--- src/rtl/writeback_arbiter_if.sv ---
// ----------------------------------------------------------------------------
// writeback_arbiter_if: producer, issue and register-file write-port bundle
// Rev 1.0
// ----------------------------------------------------------------------------
`default_nettype none

interface writeback_arbiter_if;
  logic        alu_valid;
  logic [4:0]  alu_addr;
  logic [31:0] alu_data;

  logic        mem_valid;
  logic        mem_ready;
  logic [4:0]  mem_addr;
  logic [31:0] mem_data;

  logic        md_valid;
  logic        md_ready;
  logic [4:0]  md_addr;
  logic [31:0] md_data;

  logic        issue_valid;
  logic [4:0]  issue_addr;
  logic [31:0] pending;

  logic        reg_write_en;
  logic [4:0]  reg_write_addr;
  logic [31:0] reg_write_data;

  // Producer / pipeline side
  modport master (
    output alu_valid, alu_addr, alu_data,
    output mem_valid, mem_addr, mem_data,
    output md_valid, md_addr, md_data,
    output issue_valid, issue_addr,
    input  mem_ready, md_ready, pending,
    input  reg_write_en, reg_write_addr, reg_write_data
  );

  // Arbiter side
  modport slave (
    input  alu_valid, alu_addr, alu_data,
    input  mem_valid, mem_addr, mem_data,
    input  md_valid, md_addr, md_data,
    input  issue_valid, issue_addr,
    output mem_ready, md_ready, pending,
    output reg_write_en, reg_write_addr, reg_write_data
  );
endinterface

`default_nettype wire

--- src/rtl/writeback_arbiter.sv ---
// ----------------------------------------------------------------------------
// writeback_arbiter: serialises ALU/load/mul-div results into one RF write port
// and tracks outstanding register writes. Rev 1.0
// ----------------------------------------------------------------------------
`default_nettype none

module writeback_arbiter (
  input  logic                clk,
  input  logic                rst,
  writeback_arbiter_if.slave  bus
);

  typedef enum logic {
    GRANT_MEM = 1'b0,
    GRANT_MD  = 1'b1
  } grant_e;

  grant_e      last_grant_q, last_grant_d;
  logic        reg_write_en_q, reg_write_en_d;
  logic [4:0]  reg_write_addr_q, reg_write_addr_d;
  logic [31:0] reg_write_data_q, reg_write_data_d;
  logic [31:0] pending_q, pending_d;

  logic        mem_ready, md_ready;
  logic        win;
  logic [4:0]  win_addr;
  logic [31:0] win_data;

  // ALU is never back-pressured, so it simply masks both handshaked producers.
  always_comb begin
    mem_ready = 1'b0;
    md_ready  = 1'b0;
    if (rst && !bus.alu_valid) begin
      mem_ready = bus.mem_valid && (!bus.md_valid || last_grant_q == GRANT_MD);
      md_ready  = bus.md_valid  && (!bus.mem_valid || last_grant_q == GRANT_MEM);
    end
  end

  always_comb begin
    win      = 1'b0;
    win_addr = 5'd0;
    win_data = 32'd0;
    if (bus.alu_valid) begin
      win      = 1'b1;
      win_addr = bus.alu_addr;
      win_data = bus.alu_data;
    end else if (mem_ready) begin
      win      = 1'b1;
      win_addr = bus.mem_addr;
      win_data = bus.mem_data;
    end else if (md_ready) begin
      win      = 1'b1;
      win_addr = bus.md_addr;
      win_data = bus.md_data;
    end
  end

  always_comb begin
    last_grant_d = last_grant_q;
    if (mem_ready) begin
      last_grant_d = GRANT_MEM;
    end else if (md_ready) begin
      last_grant_d = GRANT_MD;
    end

    reg_write_en_d   = win && (win_addr != 5'd0);
    reg_write_addr_d = win ? win_addr : reg_write_addr_q;
    reg_write_data_d = win ? win_data : reg_write_data_q;
  end

  // Set is applied after clear so a re-issue to a committing register stays pending.
  always_comb begin
    pending_d = pending_q;
    if (reg_write_en_q) begin
      pending_d[reg_write_addr_q] = 1'b0;
    end
    if (bus.issue_valid && (bus.issue_addr != 5'd0)) begin
      pending_d[bus.issue_addr] = 1'b1;
    end
    pending_d[0] = 1'b0;
  end

  always_ff @(posedge clk or negedge rst) begin
    if (!rst) begin
      last_grant_q     <= GRANT_MD;
      reg_write_en_q   <= 1'b0;
      reg_write_addr_q <= 5'd0;
      reg_write_data_q <= 32'd0;
      pending_q        <= 32'd0;
    end else begin
      last_grant_q     <= last_grant_d;
      reg_write_en_q   <= reg_write_en_d;
      reg_write_addr_q <= reg_write_addr_d;
      reg_write_data_q <= reg_write_data_d;
      pending_q        <= pending_d;
    end
  end

  assign bus.mem_ready      = mem_ready;
  assign bus.md_ready       = md_ready;
  assign bus.pending        = pending_q;
  assign bus.reg_write_en   = reg_write_en_q;
  assign bus.reg_write_addr = reg_write_addr_q;
  assign bus.reg_write_data = reg_write_data_q;

endmodule

`default_nettype wire
--- src/flat_wrapper.sv ---
// flat-port wrapper written by rule: the top's interface ports become plain ports
module writeback_arbiter_flat 
  (clk, rst, bus_alu_valid, bus_alu_addr, bus_alu_data, bus_mem_valid, bus_mem_addr, bus_mem_data, bus_md_valid, bus_md_addr, bus_md_data, bus_issue_valid, bus_issue_addr, bus_mem_ready, bus_md_ready, bus_pending, bus_reg_write_en, bus_reg_write_addr, bus_reg_write_data);
  writeback_arbiter_if bus_i ();
  input  logic clk;
  input  logic rst;
  input wire logic [$bits(bus_i.alu_valid)-1:0] bus_alu_valid;
  input wire logic [$bits(bus_i.alu_addr)-1:0] bus_alu_addr;
  input wire logic [$bits(bus_i.alu_data)-1:0] bus_alu_data;
  input wire logic [$bits(bus_i.mem_valid)-1:0] bus_mem_valid;
  input wire logic [$bits(bus_i.mem_addr)-1:0] bus_mem_addr;
  input wire logic [$bits(bus_i.mem_data)-1:0] bus_mem_data;
  input wire logic [$bits(bus_i.md_valid)-1:0] bus_md_valid;
  input wire logic [$bits(bus_i.md_addr)-1:0] bus_md_addr;
  input wire logic [$bits(bus_i.md_data)-1:0] bus_md_data;
  input wire logic [$bits(bus_i.issue_valid)-1:0] bus_issue_valid;
  input wire logic [$bits(bus_i.issue_addr)-1:0] bus_issue_addr;
  output wire logic [$bits(bus_i.mem_ready)-1:0] bus_mem_ready;
  output wire logic [$bits(bus_i.md_ready)-1:0] bus_md_ready;
  output wire logic [$bits(bus_i.pending)-1:0] bus_pending;
  output wire logic [$bits(bus_i.reg_write_en)-1:0] bus_reg_write_en;
  output wire logic [$bits(bus_i.reg_write_addr)-1:0] bus_reg_write_addr;
  output wire logic [$bits(bus_i.reg_write_data)-1:0] bus_reg_write_data;
  assign bus_i.alu_valid = bus_alu_valid;
  assign bus_i.alu_addr = bus_alu_addr;
  assign bus_i.alu_data = bus_alu_data;
  assign bus_i.mem_valid = bus_mem_valid;
  assign bus_i.mem_addr = bus_mem_addr;
  assign bus_i.mem_data = bus_mem_data;
  assign bus_i.md_valid = bus_md_valid;
  assign bus_i.md_addr = bus_md_addr;
  assign bus_i.md_data = bus_md_data;
  assign bus_i.issue_valid = bus_issue_valid;
  assign bus_i.issue_addr = bus_issue_addr;
  assign bus_mem_ready = bus_i.mem_ready;
  assign bus_md_ready = bus_i.md_ready;
  assign bus_pending = bus_i.pending;
  assign bus_reg_write_en = bus_i.reg_write_en;
  assign bus_reg_write_addr = bus_i.reg_write_addr;
  assign bus_reg_write_data = bus_i.reg_write_data;
  writeback_arbiter u_core (.clk(clk), .rst(rst), .bus(bus_i));
endmodule
--- config.mk ---
export PLATFORM = sky130hd
export DESIGN_NAME = writeback_arbiter_flat
export DESIGN_NICKNAME = d
export VERILOG_FILES = /design/src/rtl/writeback_arbiter_if.sv /design/src/rtl/writeback_arbiter.sv /design/src/flat_wrapper.sv
export SDC_FILE = /design/constraint.sdc
export NUM_CORES = 1
export LEC_CHECK = 0
export CORE_MARGIN = 2
export CORE_UTILIZATION = 25
export CTS_CLUSTER_SIZE = 24
export DETAILED_ROUTE_END_ITERATION = 8
export PLACE_DENSITY = 0.68
export SYNTH_ARGS = -nofsm -noshare
export SYNTH_HDL_FRONTEND = slang
export SYNTH_SLANG_ARGS = --single-unit
--- constraint.sdc ---
create_clock -name clk -period 1.4 [get_ports clk]
set_input_delay 0.21 -clock clk [delete_from_list [all_inputs] [get_ports clk]]
set_output_delay 0.21 -clock clk [all_outputs]
set_load 0.01 [all_outputs]
**Word level (Yosys, flattened, before mapping)**

Index checks and enable logic that the tools add are counted.

- Output and inout port bits: 72
- Word-level logic and storage cells: 47
- Input port bits: 122
- Flip-flop bits (word level): 70

- Magnitude comparators: 4
- Mux-type cells: 19
- Bitwise logic cells: 4
- Reductions and logical operators: 15

Operator list:

| cell | count |
|---|---|
| $mux W32 | 5 |
| $and A32 B32 Y32 | 1 |
| $not A32 Y32 | 1 |
| $or A32 B32 Y32 | 1 |
| $mux W5 | 3 |
| $lt A5 B6 Y1 const B | 2 |
| $demux W1 S5 | 2 |
| $ge A5 B1 Y1 const B | 2 |
| $reduce_bool A5 Y1 | 2 |
| $mux W1 | 9 |
| $logic_and A1 B1 Y1 | 7 |
| $logic_not A1 Y1 | 3 |
| $logic_or A1 B1 Y1 | 2 |
| $reduce_bool A2 Y1 | 1 |
| $not A1 Y1 | 1 |

**Logic depth before layout (Yosys ltp)**

- Depth after elaboration: 9
- Depth in mapped cells: 6
- Depth with buffers taken out: 5

**Worst setup path after synthesis**

Ideal clock, no wire load.

- Path kind: register to register
- Start point: register u_core.last_grant_q
- End point: register u_core.reg_write_en_q (netlist: u_core.bus.reg_write_en)
- Slack: -0.068 ns
- Period minus slack after synthesis: 1.468 ns
- Stages on the path, launching flop included: 6
- Buffers on the path: 1
- Data arrival time: 1.343 ns
- Setup time: 0.124 ns
- Required time: 1.276 ns
- Cells stage by stage: dfstp_2 > a21oi_2 > buf_2 > a222oi_1 > nand4_1 > or2_1

- Longest elaborated chain between the ends: 9
- Elaborated cells between the ends (all ways): 15
- Classes of those cells: mux: 8; bitwise: 1; reduce/logical: 6

Ends and longest elaborated chain:

| what | line | RTL |
|---|---|---|
| from (decl) | writeback_arbiter.sv:18 | `grant_e last_grant_q, last_grant_d;` |
| from (signal assigned) | writeback_arbiter.sv:91 | `last_grant_q <= last_grant_d;` |
| $not A1 Y1 | writeback_arbiter.sv:35 | `md_ready = bus.md_valid && (!bus.mem_valid \|\| last_grant_q == GRANT_MEM);` |
| $logic_or A1 B1 Y1 | writeback_arbiter.sv:35 |  |
| $logic_and A1 B1 Y1 | writeback_arbiter.sv:35 |  |
| $mux W1 | writeback_arbiter.sv:33 | `if (rst && !bus.alu_valid) begin` |
| $mux W5 | writeback_arbiter.sv:51 | `end else if (md_ready) begin` |
| $mux W5 | writeback_arbiter.sv:47 | `end else if (mem_ready) begin` |
| $mux W5 | writeback_arbiter.sv:43 | `if (bus.alu_valid) begin` |
| $reduce_bool A5 Y1 | writeback_arbiter.sv:66 | `reg_write_en_d = win && (win_addr != 5'd0);` |
| $logic_and A1 B1 Y1 (*) | writeback_arbiter.sv:66 |  |
| named net u_core.reg_write_en_d | writeback_arbiter.sv:19 | `logic reg_write_en_q, reg_write_en_d;` |
| to (signal assigned) | writeback_arbiter.sv:92 | `reg_write_en_q <= reg_write_en_d;` |
| to (decl) | writeback_arbiter.sv:19 |  |

The timed path passes the listed nets; every way through them passes the cells marked *.
A chain may end at the register's enable or synchronous reset.

**Final worst setup path**

Same ends and word-level chain as after synthesis.

==> flow_summary_export.csv <==
group,metric,value,unit
critical_path,cp.required,1610,ps
die,die_x,115,µm
cells_and_area,regArea,1750,µm²
yosys,ys_top_cells_by_count,"nand2_1, dfrtp_1, o21ai_0",
cells_and_area,nFillCells,1100,
die,initial_core_util,0.255,
placed_design,port_buffers,192,
cells_and_area,drive_gt1_frac,0.210,
cts,h-tree-depth,3,
grt,track_usage,0.180,
critical_path,r2r_end,"u_core.bus.reg_write_en",
power,comb_power_share,0.329,
critical_path,setup.worst_path.start,"u_core.last_grant_q",
cells_and_area,antenna_cells,0,
die,placementRows,40,
critical_path,worst-setup-path-type,"flop to flop",
cts,clk_pin_slew,60,ps
yosys,synth-seq-area-share,0.572,
yosys,synth.avg_cell_area,10.2,µm²
routing,drc,0,
yosys,synth-seq-cells,70,
yosys,synth.most_common_cell,"nand2_1",
yosys,ys.flop_type,"dfrtp_1",
critical_path,reg2reg_depth,5,
cells_and_area,stdcell_count,680,
yosys,synthDistinctLibCells,25,
timing,tightest_slew,903,ps
power,power_per_cell_area,1280,nW/µm²
critical_path,crit_path_start_kind,"flop",
cts,clk_latency,330,ps
critical_path,endpoint_kind,"flop",
job,cap_violations,0,
die,io_pins,194,
cts,cts_buffers,9,
critical_path,path_max_fanout,5,
routing,ant_nets,0,
status,outcome,"complete, but fails checks",
power,power_frac_seq,0.382,
timing,setup_ws,-186,ps
routing,wl_per_cell,18.2,µm
cts,root_buffer,"clkbuf_16",
power,switchingPower,2.43,mW
timing,period_minus_slack,1590,ps
status,violations,"setup timing",
critical_path,worstPathArrival,1800,ps
power,p_clk_frac,0.289,
yosys,synth_area,3070,µm²
cts,cts_tree,"yes",
grt,grt_max_degree,71,
yosys,yosys_warnings,0,
timing,setup_viol,40,
routing,vias_per_cell,5.12,
placed_design,pre_cts_ws,-579,ps
cells_and_area,area_growth,95.0,%
yosys,syn_nets,422,
yosys,synthCells,300,
power,peakVddDrop,0.477,mV
die,die_area,13200,µm²
critical_path,crit-reg2reg-launch,"u_core.last_grant_q",
timing,fmax,630,MHz
critical_path,ff2ff_setup_slack,-190,ps
routing,firstDrtPassIters,8,
yosys,yosys.area.top_type,"dfrtp_1",
timing,max_slew_margin,0.398,
timing,finalMaxSlewViolations,0,
placed_design,gp_congestion,0.760,
die,dieHeight,115,µm
grt,grt_pass1_wl,18000,µm
routing,drt_iter0_markers,324,
routing,wirelength,12300,µm
yosys,synthArstFlopShare,1.00,
yosys,synth_area_leaders,"dfrtp_1, a222oi_1, nand2_1, o21ai_0, nand3b_1",
timing,hold_viol,0,
grt,antenna_found_initial,0,
power,p_leak,2.62,nW
cts,cts_buffer_depth,2,
yosys,synth_edf_count,0,
cts,cts_hold_buf,0,
timing,grt_setup_unrepaired,"true",
placed_design,hpwlAfterDp,9090,µm
timing,fin_skew,6.25,ps
cts,cts_sinks,70,
die,core,12000,µm²
worst_hold_path,worstHoldPathType,"primary input to asynchronous set/reset pin",
yosys,synth.top_cell.area_share,0.563,
placed_design,placedCellCount,649,
cells_and_area,finalNetCount,650,
grt,grt_pass1_vias,3470,
timing,timing.final.crit_share,1.13,
power,netSwitchingFraction,0.316,
power,p_int,5.25,mW
grt,overflow,0,
cells_and_area,multi_input_area,1400,µm²
routing,num_vias,3479,
-- how the worst max path moves through the flow --
stage / end / depth (start not counted)
finish: u_core.bus.reg_write_en / 5
CTS: u_core.bus.reg_write_en / 5
floorplan: u_core.bus.reg_write_en / 5
global route: u_core.bus.reg_write_en / 5
global placement: u_core.bus.reg_write_en / 7
detailed placement: u_core.bus.reg_write_en / 7
-- what timing repair did --
action	4_1_cts	5_1_grt
pin swaps	11	33
setup buffers	9	6
gates resized for setup	96	64
cloned	2	2
setup endpoints to repair	109	59
-- worst max-delay path: stages, from the launching register on --
cell and delay [ps]:
dfstp_2 570, a21oi_4 80, buf_12 130, a222oi_1 320, nand4_1 130, or2_1 230
-- metrics by stage --
| step | power (mW) | cell area [µm²] | hold WS, ps | TNS (ps) | utilization |
|---|---|---|---|---|---|
| floorplan | 3.79 | 3080 | -85.6 | -58.2 | - |
| global placement | 5.62 | 5350 | 459 | -17090 | 0.445 |
| detailed placement | 5.70 | 5350 | 462 | -18670 | 0.445 |
| CTS | 7.62 | 5740 | 179 | -4410 | 0.478 |
| global route | 8.14 | 5980 | 222 | -8010 | 0.498 |
| finish | 7.68 | 5980 | 95.0 | -5980 | 0.498 |
-- cell families after synthesis --
kind of cell	count (synthesis)	synth area share
other cells	1	0.00122
simple gates	104	0.161
buf+inv	21	0.0335
flops	70	0.572
compound gates	104	0.233
-- final cells by class --
cell class / count / area share
well taps: 147 / 0.0308
flip-flops and latches: 70 / 0.293
clock buffers: 11 / 0.0423
repair buffers: 236 / 0.392
clock inverters: 5 / 0.00670
inverters: 2 / 0.00126
multi-input cells: 209 / 0.234
-- power by group through the flow --
stage	clock, mW	combinational [mW]	sequential [mW]
after floorplan	0	0.626	3.17
after global placement	0	2.67	2.95
after detailed placement	0	2.73	2.97
after CTS	2.28	2.43	2.91
after global routing	2.38	2.76	3.01
final	2.22	2.53	2.93
-- registers in the layout (all words and copies together) (netlist names) --
name	cells
u_core.bus.reg_write_data	32
u_core.bus.reg_write_addr	5
u_core.bus.pending	31
u_core.bus.reg_write_en	1
u_core.last_grant_q	1
-- cell usage in the layout (no fill, tap or decap), types with 3 or more instances in the layout --
cell / synthesis / layout
nand2_2: 0 / 27
nand2_1: 75 / 38
buf_6: 1 / 9
nand3b_1: 12 / 12
or3b_4: 0 / 3
dlygate4sd2_1: 0 / 70
buf_12: 0 / 5
nand2_4: 0 / 10
o21ai_0: 53 / 46
buf_4: 1 / 28
dfrtp_1: 69 / 68
clkdlybuf4s50_1: 0 / 117
clkbuf_16: 0 / 11
o21ai_1: 10 / 17
nand3_1: 4 / 4
a222oi_1: 36 / 36
-- metal layers --
layer  vias up  global-route usage  part of all wire
met5         -                   0                 0
met3        20              0.0559             0.087
met2       183               0.332              0.53
li1       1595                   -                 -
met1      1681               0.195              0.36
met4         0              0.0602             0.020
Power figures use the tool's default switching activity.
